### src/rtl/div_pkg.sv
// Shared types and helpers for the iterative restoring divider.
package div_pkg;

  localparam int unsigned DIV_WIDTH = 32;
  localparam int unsigned DIV_TAG_W = 5;

  typedef enum logic [1:0] {
    IDLE = 2'd0,
    CALC = 2'd1,
    FIX  = 2'd2,
    DONE = 2'd3
  } div_state_e;

  typedef struct packed {
    logic                 is_unsigned;
    logic [DIV_WIDTH-1:0] dividend;
    logic [DIV_WIDTH-1:0] divisor;
    logic [DIV_TAG_W-1:0] tag;
  } div_req_t;

  // Number of CALC cycles needed to retire all quotient bits.
  function automatic int unsigned div_iters(input int unsigned width, input int unsigned steps);
    return width / steps;
  endfunction

endpackage

### src/rtl/div_step.sv
// One combinational restoring-division step on the {remainder, dividend/quotient} pair.
module div_step #(
  parameter int unsigned WIDTH = 32
) (
  input  logic [2*WIDTH-1:0] rem_in,
  input  logic [WIDTH-1:0]   divisor,
  output logic [2*WIDTH-1:0] rem_out
);

  logic [WIDTH:0] trial_hi;
  logic           fits;

  // Shifted partial remainder; one extra bit because 2R+1 can exceed WIDTH bits.
  assign trial_hi = rem_in[2*WIDTH-1:WIDTH-1];
  assign fits     = trial_hi >= {1'b0, divisor};
  assign rem_out  = {fits ? WIDTH'(trial_hi - {1'b0, divisor}) : trial_hi[WIDTH-1:0],
                     rem_in[WIDTH-2:0], fits};

endmodule

### src/rtl/div_unit.sv
// Parametrised iterative restoring divider with valid/ready handshakes and flush.
// Optional DIV_EARLY_OUT_EN: finish in one cycle when |dividend| < |divisor|.
module div_unit
  import div_pkg::*;
#(
  parameter int unsigned WIDTH           = 32,
  parameter int unsigned STEPS_PER_CYCLE = 1,
  parameter int unsigned TAG_W           = 5
) (
  input  logic             clk,
  input  logic             reset_n,
  input  logic             flush,
  input  logic             in_valid,
  output logic             in_ready,
  input  logic             in_unsigned,
  input  logic [WIDTH-1:0] in_dividend,
  input  logic [WIDTH-1:0] in_divisor,
  input  logic [TAG_W-1:0] in_tag,
  output logic             out_valid,
  input  logic             out_ready,
  output logic [WIDTH-1:0] out_quotient,
  output logic [WIDTH-1:0] out_remainder,
  output logic [TAG_W-1:0] out_tag
);

  localparam int unsigned N     = div_iters(WIDTH, STEPS_PER_CYCLE);
  localparam int unsigned CNT_W = $clog2(N + 1);
  localparam int unsigned ACC_W = 2 * WIDTH;

  div_state_e       state, next_state;
  logic             in_ready_d, out_valid_d;
  logic [ACC_W-1:0] acc;
  logic [WIDTH-1:0] div_mag;
  logic             neg_q, neg_r;
  logic [CNT_W-1:0] cnt;

  logic             accept, is_signed, a_neg, b_neg, div_zero, sgn_ovf, special;
  logic [WIDTH-1:0] a_mag, b_mag, spec_q, spec_r, res_q, res_r;
  logic [ACC_W-1:0] chain [STEPS_PER_CYCLE+1];

  assign accept    = (state == IDLE) && in_valid && !flush;
  assign is_signed = !in_unsigned;
  assign a_neg     = is_signed && in_dividend[WIDTH-1];
  assign b_neg     = is_signed && in_divisor[WIDTH-1];
  assign a_mag     = a_neg ? -in_dividend : in_dividend;
  assign b_mag     = b_neg ? -in_divisor : in_divisor;
  assign div_zero  = (in_divisor == '0);
  assign sgn_ovf   = is_signed && (in_dividend == {1'b1, {(WIDTH-1){1'b0}}})
                     && (in_divisor == '1);

`ifdef DIV_EARLY_OUT_EN
  assign special = div_zero || sgn_ovf || (a_mag < b_mag);
`else
  assign special = div_zero || sgn_ovf;
`endif

  // Results for operands resolved at accept; the fallthrough covers early-out.
  always_comb begin
    spec_q = '0;
    spec_r = in_dividend;
    if (div_zero) begin
      spec_q = '1;
    end else if (sgn_ovf) begin
      spec_q = in_dividend;
      spec_r = '0;
    end
  end

  assign chain[0] = acc;
  for (genvar i = 0; i < STEPS_PER_CYCLE; i++) begin : g_step
    div_step #(.WIDTH(WIDTH)) u_step (
      .rem_in  (chain[i]),
      .divisor (div_mag),
      .rem_out (chain[i+1])
    );
  end

  assign res_q = acc[WIDTH-1:0];
  assign res_r = acc[ACC_W-1:WIDTH];

  always_ff @(posedge clk) begin
    if (!reset_n) begin
      state     <= IDLE;
      in_ready  <= 1'b1;
      out_valid <= 1'b0;
    end else begin
      state     <= next_state;
      in_ready  <= in_ready_d;
      out_valid <= out_valid_d;
    end
  end

  always_comb begin
    next_state = state;
    if (flush) begin
      next_state = IDLE;
    end else begin
      case (state)
        IDLE:    if (in_valid) next_state = special ? DONE : CALC;
        CALC:    if (cnt == CNT_W'(1)) next_state = FIX;
        FIX:     next_state = DONE;
        DONE:    if (out_ready) next_state = IDLE;
        default: next_state = IDLE;
      endcase
    end
  end

  // Handshake flags are registered copies of the next-state decode.
  always_comb begin
    in_ready_d  = 1'b0;
    out_valid_d = 1'b0;
    if (next_state == IDLE) in_ready_d = 1'b1;
    if (next_state == DONE) out_valid_d = 1'b1;
  end

  always_ff @(posedge clk) begin
    if (!reset_n) begin
      acc           <= '0;
      div_mag       <= '0;
      neg_q         <= 1'b0;
      neg_r         <= 1'b0;
      cnt           <= '0;
      out_quotient  <= '0;
      out_remainder <= '0;
      out_tag       <= '0;
    end else if (accept) begin
      acc     <= {{WIDTH{1'b0}}, a_mag};
      div_mag <= b_mag;
      neg_q   <= a_neg ^ b_neg;
      neg_r   <= a_neg;
      cnt     <= CNT_W'(N);
      out_tag <= in_tag;
      if (special) begin
        out_quotient  <= spec_q;
        out_remainder <= spec_r;
      end
    end else if (state == CALC) begin
      acc <= chain[STEPS_PER_CYCLE];
      cnt <= cnt - CNT_W'(1);
    end else if (state == FIX) begin
      out_quotient  <= neg_q ? -res_q : res_q;
      out_remainder <= neg_r ? -res_r : res_r;
    end
  end

endmodule

### config.mk
export PLATFORM = sky130hd
export DESIGN_NAME = div_unit
export DESIGN_NICKNAME = d
export VERILOG_FILES = /design/src/rtl/div_pkg.sv /design/src/rtl/div_step.sv /design/src/rtl/div_unit.sv
export SDC_FILE = /design/constraint.sdc
export NUM_CORES = 1
export LEC_CHECK = 0
export ABC_CLOCK_PERIOD_IN_PS = 8000
export CAP_MARGIN = 40
export CORE_MARGIN = 10
export CORE_UTILIZATION = 35
export DETAILED_ROUTE_END_ITERATION = 7
export PLACE_DENSITY = 0.53
export SLEW_MARGIN = 20
export SYNTH_ARGS = -nofsm -noshare
export SYNTH_HDL_FRONTEND = slang
export SYNTH_SLANG_ARGS = --single-unit
### constraint.sdc
create_clock -name clk -period 8 [get_ports clk]
set_input_delay 1.2 -clock clk [delete_from_list [all_inputs] [get_ports clk]]
set_output_delay 1.2 -clock clk [all_outputs]
set_load 0.02 [all_outputs]
# ---- Yosys cells after proc, flatten, opt, wreduce, memory -nomap -nowiden
# Cells that the tools add are included.
dict set report classes {
  addsub 6
  multipliers 0
  div 0
  n_lt_le_gt_ge 1
  n_eq_ne 9
  shift 0
  mux 29
  bitwise 2
  reduce_logical 16
}
# operator count
set ops {}
lappend ops {{2-to-1 mux 32 bit} 19}
lappend ops {{negation 32 bit} 4}
lappend ops {{equality test 32 bit (second input constant)} 2}
lappend ops {{greater-or-equal comparator 33 x 32 -> 1 bit} 1}
lappend ops {{zero test 32 bit} 1}
lappend ops {{subtractor 32 bit} 1}
lappend ops {{2-to-1 mux 6 bit} 2}
lappend ops {{2-to-1 mux 2 bit} 5}
lappend ops {{case mux 2 bit (4 select lines)} 1}
lappend ops {{equality test 2 bit (second input constant)} 3}
lappend ops {{equality test 6 x 1 -> 1 bit (second input constant)} 1}
lappend ops {{logical AND 1 bit} 6}
lappend ops {{subtractor 6 x 1 -> 6 bit (second input constant)} 1}
lappend ops {{zero test 2 bit} 2}
lappend ops {{nonzero test 2 bit} 2}
lappend ops {{AND reduction 3 bit} 1}
lappend ops {{equality test 2 x 1 -> 1 bit (second input constant)} 1}
lappend ops {{zero test 1 bit} 2}
lappend ops {{2-to-1 mux 1 bit} 2}
lappend ops {{inequality test 2 x 1 -> 1 bit (second input constant)} 1}
lappend ops {{inequality test 2 bit (second input constant)} 1}
lappend ops {{OR reduction 2 bit} 1}
lappend ops {{logical OR 1 bit} 1}
lappend ops {{inverter 1 bit} 1}
lappend ops {{bitwise XOR 1 bit} 1}
dict set report totals {
  register_bits 177
  latch_bits 0
  ramBits 0
  romBits 0
  in_bits 75
  word_cells 76
  memories 0
}

# ---- Logic depth before layout (Yosys ltp)
# Gate-level depths: netlist of run 1.
dict set report depth {
  word_depth 10
  depth_mapped 14
}

# ---- By module
# From an unflattened synthesis of run 1, not the netlist that was laid out.
dict set report unflattened {
  cells_unflattened 1549
  area_unflattened_um2 12147.9
}
# module instances cells_each area_each_um2 seq_area_each_um2
set by_module_without_submodules {}
lappend by_module_without_submodules {div_unit 1 1192 9618.0 3543.4}
lappend by_module_without_submodules {div_step 1 357 2529.9 0.0}

# ---- Worst setup path before layout of run 1
# Ideal clock, no wire load.
dict set report synth_timing {
  kind {input to register}
  startpoint {in in_dividend[12]}
  endpoint {reg out_remainder[25]}
  setup_time_ps 119
  arrival_ps 3140
  required_ps 7881
  slack_ps 4741
  stages 10
  n_path_buf 2
  cell_sequence {or4_1 -> nor4bb_1 -> nand3b_1 -> nor2_2 -> o21a_1 -> nor2_1 -> clkbuf_1 -> clkbuf_1 -> nand3_1 -> o21ai_1}
}
dict set report synth_via {
  elab_chain_cells 7
  elab_cells_between_ends 10
  classes_between {eq/ne (2); mux (4); reduce/logical (4)}
}
# item line
set synth_rtl {}
lappend synth_rtl {{start: declaration} div_unit.sv:16} ;# input logic [WIDTH-1:0] in_dividend,
lappend synth_rtl {{equality test 32 bit *} div_unit.sv:48} ;# assign sgn_ovf = is_signed && (in_dividend == {1'b1, {(WIDTH-1){1'b0}}})
lappend synth_rtl {{logical AND 1 bit *} div_unit.sv:48}
lappend synth_rtl {{logical AND 1 bit *} div_unit.sv:49} ;# && (in_divisor == '1);
lappend synth_rtl {{2-to-1 mux 32 bit} div_unit.sv:63} ;# end else if (sgn_ovf) begin
lappend synth_rtl {{2-to-1 mux 32 bit} div_unit.sv:61} ;# if (div_zero) begin
lappend synth_rtl {{2-to-1 mux 32 bit} div_unit.sv:133} ;# if (special) begin
lappend synth_rtl {{2-to-1 mux 32 bit} div_unit.sv:126} ;# end else if (accept) begin
lappend synth_rtl {{end signal: assignment} div_unit.sv:135} ;# out_remainder <= spec_r;
lappend synth_rtl {{end signal: assignment} div_unit.sv:142} ;# out_remainder <= neg_r ? -res_r : res_r;
lappend synth_rtl {{end: declaration} div_unit.sv:22} ;# output logic [WIDTH-1:0] out_remainder,
# Mark *: on every way between the ends. The rest lies on a longest branch, timed or not. The select of a mux whose other input is x is not followed.
# A chain may end at the register's enable or synchronous reset.

# ---- Worst setup path in the final report of run 1
dict set report layout_timing {
  startpoint {in in_dividend[8]}
  endpoint {reg out_quotient[28]}
}
dict set report layout_via {
  elab_chain_cells 7
  elab_cells_between_ends 10
  classes_between {eq/ne (2); mux (4); reduce/logical (4)}
}
# item line
set layout_rtl {}
lappend layout_rtl {{equality test 32 bit *} div_unit.sv:48}
lappend layout_rtl {{logical AND 1 bit *} div_unit.sv:48}
lappend layout_rtl {{logical AND 1 bit *} div_unit.sv:49}
lappend layout_rtl {{2-to-1 mux 32 bit} div_unit.sv:63}
lappend layout_rtl {{2-to-1 mux 32 bit} div_unit.sv:61}
lappend layout_rtl {{2-to-1 mux 32 bit} div_unit.sv:133}
lappend layout_rtl {{2-to-1 mux 32 bit} div_unit.sv:126}
lappend layout_rtl {{end signal: assignment} div_unit.sv:134} ;# out_quotient <= spec_q;
lappend layout_rtl {{end signal: assignment} div_unit.sv:141} ;# out_quotient <= neg_q ? -res_q : res_q;
lappend layout_rtl {{end: declaration} div_unit.sv:21} ;# output logic [WIDTH-1:0] out_quotient,
# Marked as above.

==> metrics.md, run 1 <==
| Metric | Value |
|---|---|
| DRT antenna net count | `0` |
| Overall power | `approximately 2.6 mW` |
| HP Class | `flop to flop` |
| Run status | `completed` |
| Synthesized flop and latch total | `between 150 and 200` |
| Post-synthesis cell area | `11,800 um2` |
| Core area | `between 30,000 and 40,000 um2` |
| Slowest cell on the critical path | `nor4bb_1` |
| P_int | `between 1.5 and 2 mW` |
| Sw Pwr | `around 870 uW` |
| FMAX | `about 230 MHz` |
| Hold buffers post-CTS | `0` |
| Switching share of total power | `0.333` |
| Vias per cell | `between 5 and 6` |
| Ranking of synthesized cells by area | `dfxtp_1 30%, nand2_1 6.5%, xor2_1 5.6%, xnor2_1 4.7%, ha_1 4.1%` |
| Worst slack at placement | `3.17 ns` |
| Setup violations, final | `0` |
| Peak supply drop | `0.161 mV` |
| Area grow syn2layout | `21.6%` |
| Adder-Cell Fraction of Synth Area | `0.0430` |
| Die W | `204 um` |
| DR DRC count | `0` |
| Unrepaired setup endpoints after global routing | `false` |
| Synth Area in Compound Gates | `0.268` |
| Synth Area per Inst | `~8 um2` |
| Post-Synth Simple-Gate Area | `0.217` |
| Post-synth EDFFs | `0` |
| Detailed Routing Iterations Pass 1 | `4` |
| Worst Path Class, Setup | `primary input to flop` |
| Crit path max fanout | `31` |
| DP HPWL | `between 20 and 30 mm` |
| CTS Root Buffer Type | `clkbuf_16` |
| CP required | `approximately 8.4 ns` |
| Rows | `between 60 and 70` |
| Count leader, synth | `nand2_1` |
| Post-route setup slack | `3.64 ns` |
| Post-layout util | `0.430` |
| Clock Skew | `about 0.021 ns` |
| Ys flop type | `dfxtp_1` |
| Clock power frac | `0.369` |
| Final Max Tran Viols | `0` |
| CP peak stage delay | `around 0.6 ns` |
| Final Hold Viols | `0` |
| First-pass GRT wire length | `between 60 and 70 mm` |
| Largest family of logic cells by synthesized area | `compound AO/OA/AOI/OAI gates` |
| Number of global-route vias before repair | `10,900` |
| Later-pin clock latency in the skew report | `between 0.4 and 0.5 ns` |
| Num CTS Buffers | `17` |
| Routed wire length | `a little under 40 mm` |
| Mux contribution to synthesized area | `0.0162` |
| Filler cells | `about 3,500` |
| Worst slew pin tran | `between 0.8 and 0.9 ns` |
| Pleak | `5.73 nW` |
| Yosys top cell area share | `0.300` |
| PostCTS Resize Cnt | `0` |
| Post-synth ARST share | `0` |
| Synth area leader | `dfxtp_1` |
| Min Hold Slack | `about 0.47 ns` |
| Multi-input gate area in the final layout | `7660 um2` |
| CP Cell Sequence | `clkdlybuf4s50_1, nor4_1, nor4bb_1, nand3b_1, nor2_2, o21a_1, or2_2, buf_16, nor2_1, nor3b_1` |
| Worst Setup End Kind | `flop` |
| Largest net degree at the start of global routing | `88` |
| Max clock buf depth | `2` |
| Slew Limit Headroom | `0.448` |
| Gate power share | `0.262` |
| Synth Area in XOR/XNOR | `0.102` |
| Setup total negative slack | `0 ns` |
| Syn Nets | `1,621` |
| Min cycle time layout | `approximately 4.4 ns` |
| Grt ovf | `0` |
| Share of layout cells above drive strength 1 | `0.0647` |
| Sequential area share after synthesis | `0.300` |
| WL/cell | `between 15 and 20 um` |
| Period utilisation layout | `0.545` |
| Reg clk slew, reported paths | `approximately 0.080 ns` |
| Height of the die | `between 200 and 250 um` |
| Top Ports | `146` |
| Register area | `3540 um2` |
| # Post-CTS Setup Buffers | `0` |
| DR vias | `11,100` |
| Num Clock Sinks | `about 180` |
| Maxcap violations | `0` |
| CTS tree | `done` |
| Nets | `about 1,700` |
| Pwr/cell area | `between 150 and 200 nW/um2` |
| Starting Density | `0.354` |
| Port bufs | `145` |
| Die area | `just over 40,000 um2` |
| Initial antenna violation count | `1` |
| Global Route Usage Sum | `0.184` |
| Count of warnings emitted by yosys | `0` |
| Most common library cells after synthesis | `204 x nand2_1, 177 x dfxtp_1, 112 x nor2_1, 89 x a21oi_1` |
| Distinct cells, synth | `77` |
| Syn Inst Count | `between 1,500 and 2,000` |
| Arrival time worst endpoint | `4.73 ns` |
| GPL Wtd Cong | `around 0.88` |
| 1st-iter DRT viols | `roughly 650` |
| H-Tree Depth | `4` |
| Seq pwr share | `0.369` |
| Crit start category | `primary input` |
==> power by group through the flow <==
stage / registers (mW) / logic (mW) / clock network (mW)
after floorplan: 0.968 / 0.482 / 0
after global placement: 0.979 / 0.670 / 0
after detailed placement: 0.980 / 0.676 / 0
after CTS: 0.959 / 0.680 / 0.981
after global routing: 0.965 / 0.757 / 1.01
final: 0.959 / 0.682 / 0.961
==> path summary, 6_finish.rpt <==
path	startpoint	cells after the start	slack (ns)	endpoint
hold / removal	out_remainder[7]$_SDFFE_PN0P_	2	0.47	out_remainder[7]$_SDFFE_PN0P_
setup reg to reg	acc[55]$_SDFFE_PP0P_	11	4.25	acc[55]$_SDFFE_PP0P_
setup / recovery	in_dividend[8]	10	3.64	out_quotient[28]$_SDFFE_PN0P_
hold reg to reg	out_remainder[7]$_SDFFE_PN0P_	2	0.47	out_remainder[7]$_SDFFE_PN0P_
==> per-layer routing <==
| layer | vias up | GRT usage | part of all wire |
|---|---|---|---|
| met3 | 35 | 0.0365 | 0.046 |
| met2 | 239 | 0.303 | 0.46 |
| li1 | 5596 | - | - |
| met4 | 0 | 0.0512 | 0.020 |
| met5 | - | 0 | 0 |
| met1 | 5247 | 0.241 | 0.47 |
==> flip-flops by register name (all words and copies together) (netlist names), 2 cells and up <==
name	cells
cnt	6
out_tag	5
state	2
out_quotient	32
acc	64
div_mag	32
out_remainder	32
==> cell families (layout without fill, tap and decap cells) <==
kind of cell / after synthesis / after routing
buffers and inverters: 159 / 261
adders and majority gates: 40 / 40
other: 0 / 1
muxes: 19 / 19
DFF: 177 / 177
and+or+nand+nor: 534 / 534
xor gates and xnor gates: 138 / 138
AOI/OAI and AO/OA: 439 / 439
==> stage by stage <==
| stage | area [um2] | std cells |
|---|---|---|
| after floorplan | 11800 | 1506 |
| after global placement | 13500 | 2016 |
| final | 14400 | 2057 |
| after CTS | 14300 | 2053 |
| after global routing | 14400 | 2057 |
| after detailed placement | 13600 | 2021 |
==> layout make-up <==
cell class                 instances  share of cell area
clock inverter                    15              0.0163
sequential                       177               0.247
multi-input combinational       1170               0.534
timing repair buffer             165               0.117
clock buffer                      17              0.0296
inverter                          64              0.0167
antenna                            1            0.000174
tap                              448              0.0391
==> worst max-delay path, delay by kind of cell <==
kind	cells	cell delay, ns
compound gates	1	0.27
buf+inv	2	0.77
simple gates	7	2.47
==> placed cells by master, fill, tap and decap left out, types with 13 or more instances in the layout <==
master           count
clkdlybuf4s50_1    144
clkbuf_16           17
nand3_1             46
nor3_1              40
nand2_1            204
ha_1                39
o31ai_1             30
a21boi_0            28
o211ai_1            29
or4_1               13
nand4_1             15
xnor2_1             63
o221a_2             24
nor2b_1             19
mux2i_1             18
a21oi_1             88
a211oi_1            27
buf_4               14
nor2_1             111
dfxtp_1            177
o21ai_0             76
inv_1               64
o211a_1             42
xor2_1              75
No activity file was read; power rests on OpenSTA's default activity.
==> inputs of run 2 (changes only) <==
Settings changed: ABC_CLOCK_PERIOD_IN_PS 8000 to 4100.
Clock period 8 ns to 4.1 ns, I/O delays scaled along.
==> metrics.md, run 2 (same netlist as run 1, synthesis figures left out) <==
| Metric | Value |
|---|---|
| Crit start category | `flop` |
| Unrepaired setup endpoints after global routing | `false` |
| CP required | `4.44 ns` |
| Largest register FFs | `64` |
| Slew Limit Headroom | `0.467` |
| Switching share of total power | `0.346` |
| Crit path max fanout | `35` |
| First-pass GRT wire length | `about 62 mm` |
| Seq pwr share | `0.385` |
| Later-pin clock latency in the skew report | `approximately 0.45 ns` |
| Clock power frac | `0.338` |
| Max clock buf depth | `2` |
| Detailed Routing Iterations Pass 1 | `5` |
| Ant. Diodes | `0` |
| Die W | `204 um` |
| GPL Wtd Cong | `approximately 0.9` |
| Hold endpoint | `out_tag[0]$_SDFFE_PN0P_` |
| Vias per cell | `approximately 5.3` |
| Min cycle time layout | `about 3.5 ns` |
| Sw Pwr | `around 1.7 mW` |
| HP Class | `flop to flop` |
| Run status | `completed` |
| Port bufs | `around 150` |
| Filler cells | `3,455` |
| Commonest cells after routing, fill and taps aside | `204 x nand2_1, 177 x dfxtp_1, 144 x clkdlybuf4s50_1, 111 x nor2_1, 88 x a21oi_1` |
| Hold path cells | `2` |
| Clock Skew | `roughly 0.015 ns` |
| Hold buffers post-CTS | `0` |
| Setup violations, final | `0` |
| Largest net degree at the start of global routing | `62` |
| DR vias | `~11,000` |
| Setup total negative slack | `0 ns` |
| Commonest non-fill, non-tap cell in the layout | `nand2_1` |
| Routed wire length | `between 30 and 40 mm` |
| Gate power share | `0.277` |
| R2R cell count | `11` |
| Flop2flop setup slack | `about 0.64 ns` |
| Rows | `between 60 and 70` |
| Worst slew pin tran | `between 0.7 and 0.8 ns` |
| DRT antenna net count | `0` |
| RR Startpoint | `acc[54]$_SDFFE_PP0P_` |
| Final Max Tran Viols | `0` |
| PostCTS Resize Cnt | `0` |
| Largest register by flop count | `acc` |
| Grt ovf | `0` |
| CP Cell Sequence | `ha_1, nand2_1, nor4_1, nor3b_1, a21boi_1, o31ai_1, o21ai_4, buf_12, o21ai_0, a31oi_1, nor2_1` |
| DP HPWL | `30.2 mm` |
| Reg clk slew, reported paths | `about 0.080 ns` |
| Num CTS Buffers | `17` |
| Final Hold Viols | `0` |
| Nets | `approximately 1,700` |
| Slowest cell on the critical path | `o21ai_4` |
| Overall power | `a little under 5 mW` |
| CP peak stage delay | `between 0.4 and 0.5 ns` |
| DR DRC count | `0` |
| # Post-CTS Setup Buffers | `0` |
| Worst Setup End Kind | `flop` |
| Area grow syn2layout | `22.2%` |
| Arrival time worst endpoint | `around 3.8 ns` |
| 1st-iter DRT viols | `around 650` |
| Core area | `about 33,000 um2` |
| Peak supply drop | `about 0.29 mV` |
| Hold_sp | `out_tag[0]$_SDFFE_PN0P_` |
| P_int | `between 3 and 4 mW` |
| CTS tree | `done` |
| WL/cell | `18.7 um` |
| H-Tree Depth | `4` |
| Worst r2r dst | `acc[55]$_SDFFE_PP0P_` |
| Height of the die | `slightly above 200 um` |
| Die area | `just over 40,000 um2` |
| Worst Path Class, Setup | `flop to flop` |
| Pwr/cell area | `337 nW/um2` |
| Number of global-route vias before repair | `around 11,000` |
| Top Ports | `146` |
| Starting Density | `0.354` |
| FMAX | `a little under 300 MHz` |
| Pleak | `between 5 and 6 nW` |
| CTS Root Buffer Type | `clkbuf_16` |
| Initial antenna violation count | `1` |
| Maxcap violations | `0` |
| Share of layout cells above drive strength 1 | `0.0750` |
| Global Route Usage Sum | `0.185` |
| Num Clock Sinks | `~180` |
| Period utilisation layout | `0.845` |
==> run 2: stage by stage <==
step	utilization	std cells	area (um2)	setup slack, ns	hold WS (ns)
floorplan	-	1506	11800	1.27	0.441
global placement	0.412	2036	13800	0.445	0.453
detailed placement	0.414	2040	13800	0.470	0.460
CTS	0.431	2072	14400	0.596	0.472
global route	0.432	2075	14400	0.267	0.495
finish	0.432	2075	14400	0.638	0.466
==> run 2: power by group through the flow <==
stage | combinational, mW | clock (mW) | sequential (mW)
6_report | 1.34 | 1.64 | 1.87
3_5_place_dp | 1.34 | 0 | 1.91
2_1_floorplan | 0.941 | 0 | 1.89
5_1_grt | 1.49 | 1.76 | 1.88
4_1_cts | 1.34 | 1.69 | 1.87
3_3_place_gp | 1.33 | 0 | 1.91
==> run 2: how the worst max path moves through the flow <==
stage | from | cells after the start | to | slack [ns]
after detailed placement | in_dividend[26] | 11 | out_remainder[21]$_SDFFE_PN0P_ | 0.47
after floorplan | acc[46]$_SDFFE_PP0P_ | 11 | acc[62]$_SDFFE_PP0P_ | 1.27
after CTS | acc[37]$_SDFFE_PP0P_ | 9 | acc[0]$_SDFFE_PN0P_ | 0.60
after global routing | acc[37]$_SDFFE_PP0P_ | 10 | acc[63]$_SDFFE_PP0P_ | 0.27
after global placement | in_divisor[1] | 11 | out_remainder[20]$_SDFFE_PN0P_ | 0.44
final | acc[54]$_SDFFE_PP0P_ | 11 | acc[55]$_SDFFE_PP0P_ | 0.64
==> run 2: area by class of cell <==
class | instances | area, um2 | share of cell area
multi-input cells | 1170 | 7660 | 0.532
repair buffers | 184 | 1840 | 0.127
inverters | 64 | 240 | 0.0167
clock buffers | 18 | 439 | 0.0305
well taps | 448 | 561 | 0.0389
flip-flops and latches | 177 | 3540 | 0.246
clock inverters | 14 | 136 | 0.00946
==> run 2: routing by layer <==
metal	track usage	vias up	part of all wire
met4	0.0328	2	0.0085
met3	0.0349	28	0.047
li1	-	5653	-
met1	0.239	5152	0.46
met5	0	-	0.00026
met2	0.314	224	0.48
==> run 2: critical path: cells and delay by family, from the launching register on <==
kind / cells / cell delay, ns
flip-flops: 1 / 0.38
AND/OR/NAND/NOR: 4 / 0.95
AO/OA/AOI/OAI: 5 / 1.32
buffers and inverters: 1 / 0.28
adder cells (fa/ha/maj): 1 / 0.42
